$ cat src/rtl/sr_latch_pkg.sv
// Shared types and default constants for the SR latch write driver.
package sr_latch_pkg;

  typedef enum logic [1:0] {
    IDLE   = 2'd0,
    PULSE  = 2'd1,
    SETTLE = 2'd2,
    CHECK  = 2'd3
  } srl_state_e;

  localparam int SRL_PULSE_W_DEF  = 2;
  localparam int SRL_SETTLE_W_DEF = 3;

endpackage

$ cat src/rtl/sr_latch_driver_sync2.sv
// 1-bit two-flop synchronizer with synchronous active-high reset.
module sync2 (
  input  logic clk,
  input  logic rst,
  input  logic d,
  output logic q
);

  logic meta;

  always_ff @(posedge clk) begin
    if (rst) begin
      meta <= 1'b0;
      q    <= 1'b0;
    end else begin
      meta <= d;
      q    <= meta;
    end
  end

endmodule

$ cat src/rtl/sr_latch_driver.sv
// Write sequencer for an external NAND set/reset latch: one fixed-width active-low pulse,
// settle interval, then optional readback when SR_LATCH_DRIVER_READBACK_EN is defined.
module sr_latch_driver
  import sr_latch_pkg::*;
#(
  parameter int PULSE_W  = SRL_PULSE_W_DEF,
  parameter int SETTLE_W = SRL_SETTLE_W_DEF
) (
  input  logic clk,
  input  logic rst,
  input  logic req,
  input  logic data,
  output logic rdy,
  output logic set_n,
  output logic reset_n,
  input  logic q,
  input  logic nq,
  output logic done,
  output logic err,
  output logic q_out
);

  localparam int MAX_W = (PULSE_W > SETTLE_W) ? PULSE_W : SETTLE_W;
  localparam int CNT_W = (MAX_W > 1) ? $clog2(MAX_W) : 1;

  srl_state_e       state, state_nxt;
  logic [CNT_W-1:0] cnt, cnt_nxt;
  logic             data_r, data_nxt;
  logic             accept, mismatch;
  logic             rdy_nxt, set_n_nxt, reset_n_nxt, done_nxt, err_nxt, q_out_nxt;

`ifdef SR_LATCH_DRIVER_READBACK_EN
  logic q_s, nq_s;

  if (SETTLE_W < 3) begin : g_bad_settle
    $error("sr_latch_driver: SETTLE_W must be >= 3 with readback enabled");
  end

  sync2 u_sync_q  (.clk(clk), .rst(rst), .d(q),  .q(q_s));
  sync2 u_sync_nq (.clk(clk), .rst(rst), .d(nq), .q(nq_s));

  assign mismatch = (q_s != data_r) | (nq_s != ~data_r);
`else
  logic unused_readback;
  assign unused_readback = q ^ nq;
  assign mismatch        = 1'b0;
`endif

  // rdy is only ever high while in IDLE, so it alone qualifies acceptance.
  assign accept = rdy & req;

  always_ff @(posedge clk) begin
    if (rst) begin
      state  <= IDLE;
      cnt    <= '0;
      data_r <= 1'b0;
    end else begin
      state  <= state_nxt;
      cnt    <= cnt_nxt;
      data_r <= data_nxt;
    end
  end

  always_comb begin
    state_nxt = state;
    cnt_nxt   = cnt;
    data_nxt  = data_r;
    done_nxt  = 1'b0;
    err_nxt   = err;
    q_out_nxt = q_out;
    unique case (state)
      IDLE: begin
        if (accept) begin
          state_nxt = PULSE;
          cnt_nxt   = CNT_W'(PULSE_W - 1);
          data_nxt  = data;
          err_nxt   = 1'b0;
        end
      end
      PULSE: begin
        if (cnt == '0) begin
          state_nxt = SETTLE;
          cnt_nxt   = CNT_W'(SETTLE_W - 1);
        end else begin
          cnt_nxt = cnt - 1'b1;
        end
      end
      SETTLE: begin
        if (cnt == '0) begin
          state_nxt = CHECK;
          cnt_nxt   = '0;
        end else begin
          cnt_nxt = cnt - 1'b1;
        end
      end
      CHECK: begin
        state_nxt = IDLE;
        cnt_nxt   = '0;
        done_nxt  = 1'b1;
        q_out_nxt = data_r;
        err_nxt   = mismatch;
      end
      default: begin
        state_nxt = IDLE;
        cnt_nxt   = '0;
      end
    endcase
    // Line drives decode the current state, so each line sits one cycle behind the FSM.
    rdy_nxt     = (state == IDLE) && !accept;
    set_n_nxt   = !((state == PULSE) && data_r);
    reset_n_nxt = !((state == PULSE) && !data_r);
  end

  always_ff @(posedge clk) begin
    if (rst) begin
      rdy     <= 1'b1;
      set_n   <= 1'b1;
      reset_n <= 1'b1;
      done    <= 1'b0;
      err     <= 1'b0;
      q_out   <= 1'b0;
    end else begin
      rdy     <= rdy_nxt;
      set_n   <= set_n_nxt;
      reset_n <= reset_n_nxt;
      done    <= done_nxt;
      err     <= err_nxt;
      q_out   <= q_out_nxt;
    end
  end

endmodule

$ cat config.mk
export PLATFORM = sky130hd
export DESIGN_NAME = sr_latch_driver
export DESIGN_NICKNAME = d
export VERILOG_FILES = /design/src/rtl/sr_latch_pkg.sv /design/src/rtl/sr_latch_driver_sync2.sv /design/src/rtl/sr_latch_driver.sv
export SDC_FILE = /design/constraint.sdc
export NUM_CORES = 1
export LEC_CHECK = 0
export CORE_AREA = 3 3 40 42
export CTS_BUF_LIST = sky130_fd_sc_hd__clkbuf_16
export CTS_CLUSTER_DIAMETER = 200
export DETAILED_ROUTE_END_ITERATION = 7
export DIE_AREA = 0 0 43 45
export HOLD_SLACK_MARGIN = 0.06
export PLACE_DENSITY = 0.66
export SYNTH_ARGS = -nofsm -noshare
export SYNTH_HDL_FRONTEND = slang
export SYNTH_HIERARCHICAL = 1
export SYNTH_SLANG_ARGS = --single-unit
$ cat constraint.sdc
create_clock -name clk -period 2.31 [get_ports clk]
set_input_delay 0.231 -clock clk [delete_from_list [all_inputs] [get_ports clk]]
set_output_delay 0.231 -clock clk [all_outputs]
set_load 0.1 [all_outputs]
Word-level counts from Yosys, hierarchy flattened. Cells that the tools add are included.

Word-level logic and storage cells: 40. RAM bits: 0. Bits in read-only memories: 0. Input port bits: 6. Bits in latches: 0. Bits in registers: 11. Memories kept: 0.

Reductions and logical operators: 13. Div/mod/pow operators: 0. Multipliers: 0. Mux-type cells: 10. Eq/ne operators: 6. Bitwise logic cells: 1. Shift operators: 0. Order comparisons: 0. Add/sub/neg operators: 1.

Operator list (count): 2-bit one-hot mux with 4 select lines (2); 2-bit two-way mux (5); 2-bit != test, second input constant (3); 2-bit == test, second input constant (2); 1-bit zero test (4); 2-bit zero test (2); 2-bit AND reduction (2); 1-bit logical AND (3); 3-bit AND reduction (1); 2-bit by 1-bit == test with 1-bit output, second input constant (1); 1-bit two-way mux (2); 1-bit one-hot mux with 2 select lines (1); 2-bit nonzero test (1); 2-bit by 1-bit subtractor with 2-bit output, second input constant (1); 1-bit bitwise AND (1).

Logic depth before layout (Yosys ltp).
Depth after elaboration: 3. Gate-level depth with buffers: 5. Gate-level depth less buffers: 5.

Worst setup path after synthesis. OpenSTA, ideal clock, no wires.

Path kind: reg2reg. Start: register rdy. End: register state[0]. Period minus slack after synthesis: 1.816 ns. Required time: 2.223 ns. Buffers on the path: 0. Library setup time: 0.087 ns. Setup slack: 0.494 ns. Cell stages (with the launch flop): 4. Arrival time: 1.729 ns. Cell sequence: dfxtp_1 > a21boi_4 > or4_1 > o31ai_1.

Longest elaborated chain between the ends: 3.

RTL lines: start, declared (line sr_latch_driver.sv:13) `output logic rdy,`; start signal, assigned (line sr_latch_driver.sv:123) `rdy <= rdy_nxt;`; 1-bit bitwise AND (line sr_latch_driver.sv:50) `assign accept = rdy & req;`; 2-bit != test (no line); 3-bit AND reduction (no line); end signal, assigned (line sr_latch_driver.sv:58) `state <= state_nxt;`; end, declared (line sr_latch_driver.sv:26) `srl_state_e state, state_nxt;`.

Every way passes these cells. A chain may end at the register's enable or synchronous reset.

Worst setup path after layout.
Start: register state[1]. End: register state[1].

Longest elaborated chain between the ends: 3.

RTL lines: 2-bit == test, or another cell as far along (line sr_latch_driver.sv:71) `unique case (state)`; 2-bit != test (no line); 3-bit AND reduction (no line).

Parallel ways exist; a longest one is shown, timed or not.

==> impl_metrics.yaml <==
routing:
  dr.pass1.iters: 4
  antenna_left: 0
  route.detailed.drc: 0
  routed_via_density: 4.844
  drtIter0Drc: 6
  wl_um: 855
  vias: 373
  wl_per_cell_um: 11.10
pwr:
  power.leakage_nw: 0.3105
  p_sw_mw: 0.3336
  combPwrFrac_pct: 39.2
  p_clk_share_pct: 33.4
  sw_frac_of_total_pct: 36.74
  pwr_density_cell_mw_per_mm2: 1319
  power_frac_seq_pct: 27.4
  vdd_drop_max_mv: 0.6259
  power.internal_mw: 0.5742
synth:
  muxShareOfSynthArea_pct: 3.747
  yosys.area.top_type: "dfxtp_1"
  yosys.cell_types.count: 25
  synth.net_count: 68
  synth_fa_ha_area_share_pct: 23.42
  synth_top_family_by_area: "adder cells"
  synth_xor_area_share_pct: 0
  syn_area_per_cell_um2: 10.27
  syn_inst: 52
  synth-compound-area-share_pct: 13.82
  synth_seq_cells: 10
  seq_area_frac_synth_pct: 37.47
  synth_top_area_share_pct: 37.47
  yosys_warnings: 6
  synthesis.area_um2: 534.3
  netlist_top_cells_area: "dfxtp_1 37%, ha_1 23%, mux2i_1 3.7%"
  synthSimpleGateAreaFrac_pct: 15.93
critical_path:
  endpoint_kind: "flop"
  worstPathMaxFanout: 5
  cpPeakStageDelay_ps: 460
  required_ps: 2460
  worst-r2r-setup-slack_ps: 730
  r2r-start: "state[1]$_SDFFE_PP0P_"
  cp-start-kind: "flop"
  crit_buf_inv: 1
  r2r-end: "state[1]$_SDFFE_PP0P_"
  critPathKind: "flop to flop"
  cp_data_arrival_time_ps: 1720
  crit_family: "simple AND/OR/NAND/NOR gates"
  cp_cell_sequence: "inv_1, ha_1, o21ba_1, or4b_1, o31ai_1"
  cpMaxStageDelayCell: "or4b_1"
  reg2reg_depth: 5
hold_path:
  hp-class: "flop to flop"
  holdPathEnd: "set_n$_SDFF_PP1_"
  worstHoldStart: "data_r$_SDFFE_PP0P_"
  min_path_cells: 1
sta:
  drv_slew: 0
  tns_ps: 0
  setup_violations: 0
  rsz0062_at_grt: "no"
  max_freq_mhz: 633.8
  fin_crit_sh_pct: 68.31
  clock_skew_ps: 1.813
  finalWorstSetupSlack_ps: 732.1
  hold_violations: 0
  min_period_ps: 1578
final_layout:
  num-fill-cells: 111
  n_antenna_cell: 0
  postLayoutCoreUtil_pct: 53.55
  areaGrowthSynthToFinish_pct: 28.81
  final_nets: 79
  drive_gt1_share_pct: 19.35
grt:
  grt_max_degree: 13
  overflow: 0
  groute.usage.overall_pct: 10.34
  grt_first_pass_wirelength_um: 1476
  antenna_found_initial: 0
  grt_pass1_vias: 335
clocking:
  cts_tree: "built"
  insertion_delay_ps: 230
  cts_max_path_buffers: 2
  post-cts-setup-buffers: 0
  htreeDepth: 1
  cts_hold_buf: 0
  path_clk_slew_ps: 40
  cts_resized: 0
  cts.root.buffer_cell: "clkbuf_16"
  cts.sinks: 10
  cts-buffers-inserted: 3
floorplanning:
  io_pins: 12
  initial_core_util_pct: 41.58
  die_area_mm2: 0.001935
  core_mm2: 0.001285
  rows: 13
  die-width_um: 43
  die_h_um: 45
job:
  drv_cap: 0
outcome:
  status: "finished, final reports clean"
placed_design:
  gp_congestion: 0.7440
  post-place-ws_ps: 695.8
  post-dp-hpwl_um: 617.5
  place.port_buffers: 8
==> kinds of logic after synthesis <==
| family | Yosys count |
|---|---|
| mux | 2 |
| compound gates | 8 |
| simple gates | 15 |
| other cells | 1 |
| flops | 10 |
| fa+ha+maj | 10 |
| buf+inv | 6 |
==> flip-flops by register name, summed over array words and instances, names as in the netlist <==
name / cells
cnt: 2
data_r: 1
done: 1
q_out: 1
rdy: 1
reset_n: 1
set_n: 1
state: 2
==> power groups by stage <==
stage / sequential [mW] / clock, mW / combinational [mW]
floorplan: 0.330 / 0 / 0.205
global placement: 0.248 / 0 / 0.351
detailed placement: 0.251 / 0 / 0.356
CTS: 0.249 / 0.310 / 0.359
global route: 0.254 / 0.322 / 0.394
finish: 0.249 / 0.303 / 0.356
==> area by class of cell <==
type | count | area, µm² | share of cell area [%]
sequential | 10 | 200.2 | 29.09
tap | 15 | 18.77 | 2.727
timing repair buffer | 8 | 67.56 | 9.818
multi-input combinational | 36 | 307.8 | 44.73
clock buffer | 3 | 75.07 | 10.91
clock inverter | 1 | 3.754 | 0.5455
inverter | 4 | 15.01 | 2.182
==> worst reg2reg max path, stage by stage, from the launching register on <==
cell and delay [ps]:
dfxtp_1 390, inv_1 130, ha_1 240, o21ba_1 200, or4b_1 460, o31ai_1 70
==> Yosys cell counts <==
library cell and number:
clkbuf_1 1, nand2b_1 1, o21a_1 1, or3b_2 1
a211oi_1 1, buf_4 1, nor3_1 1, dfxtp_1 10
o21ba_1 1, a21oi_1 1, nor2_1 4, ha_1 10
or4_1 1, o31ai_1 2, or4b_1 1, inv_1 4
nand3_1 1, nor2b_1 1, a211o_2 1, nand3b_1 1
nand2_1 2, a21boi_4 1, conb_1 1, mux2i_1 2
or2_2 1
==> placed cells by master, fill, tap and decap left out, types with 2 or more instances in the layout <==
master / synthesis / routed
ha_1: 10 / 10
dfxtp_1: 10 / 10
buf_4: 1 / 5
inv_1: 4 / 4
nor2_1: 4 / 4
clkbuf_16: 0 / 3
clkdlybuf4s50_1: 0 / 3
o31ai_1: 2 / 2
nand2_1: 2 / 2
mux2i_1: 2 / 2
==> worst max path at each step <==
stage                          startpoint                     to  depth (start not counted)
CTS                 state[1]$_SDFFE_PP0P_  state[1]$_SDFFE_PP0P_                          5
detailed placement                    rst  state[1]$_SDFFE_PP0P_                          3
global placement                      rst  state[0]$_SDFFE_PP0P_                          3
floorplan                  rdy$_SDFF_PP1_  state[0]$_SDFFE_PP0P_                          3
global route        state[1]$_SDFFE_PP0P_  state[0]$_SDFFE_PP0P_                          5
finish              state[1]$_SDFFE_PP0P_  state[1]$_SDFFE_PP0P_                          5
==> per-stage QoR <==
stage	cells	total power [mW]	hold slack [ps]	instance area, µm²
floorplan	52	0.5344	374.9	534.3
global placement	73	0.5999	430.6	609.3
detailed placement	73	0.6066	433.6	609.3
CTS	77	0.9178	440.6	688.2
global route	77	0.9705	472.8	688.2
finish	77	0.9078	441.8	688.2
==> metal layers <==
metal / GRT usage (%) / routed length [µm] / vias to the layer above
met5: 0 / 0 / -
met3: 3.586 / 41 / 2
met4: 5.422 / 16 / 0
li1: - / - / 195
met2: 15.27 / 388 / 12
met1: 13.32 / 409 / 164
Power figures use the tool's default switching activity.
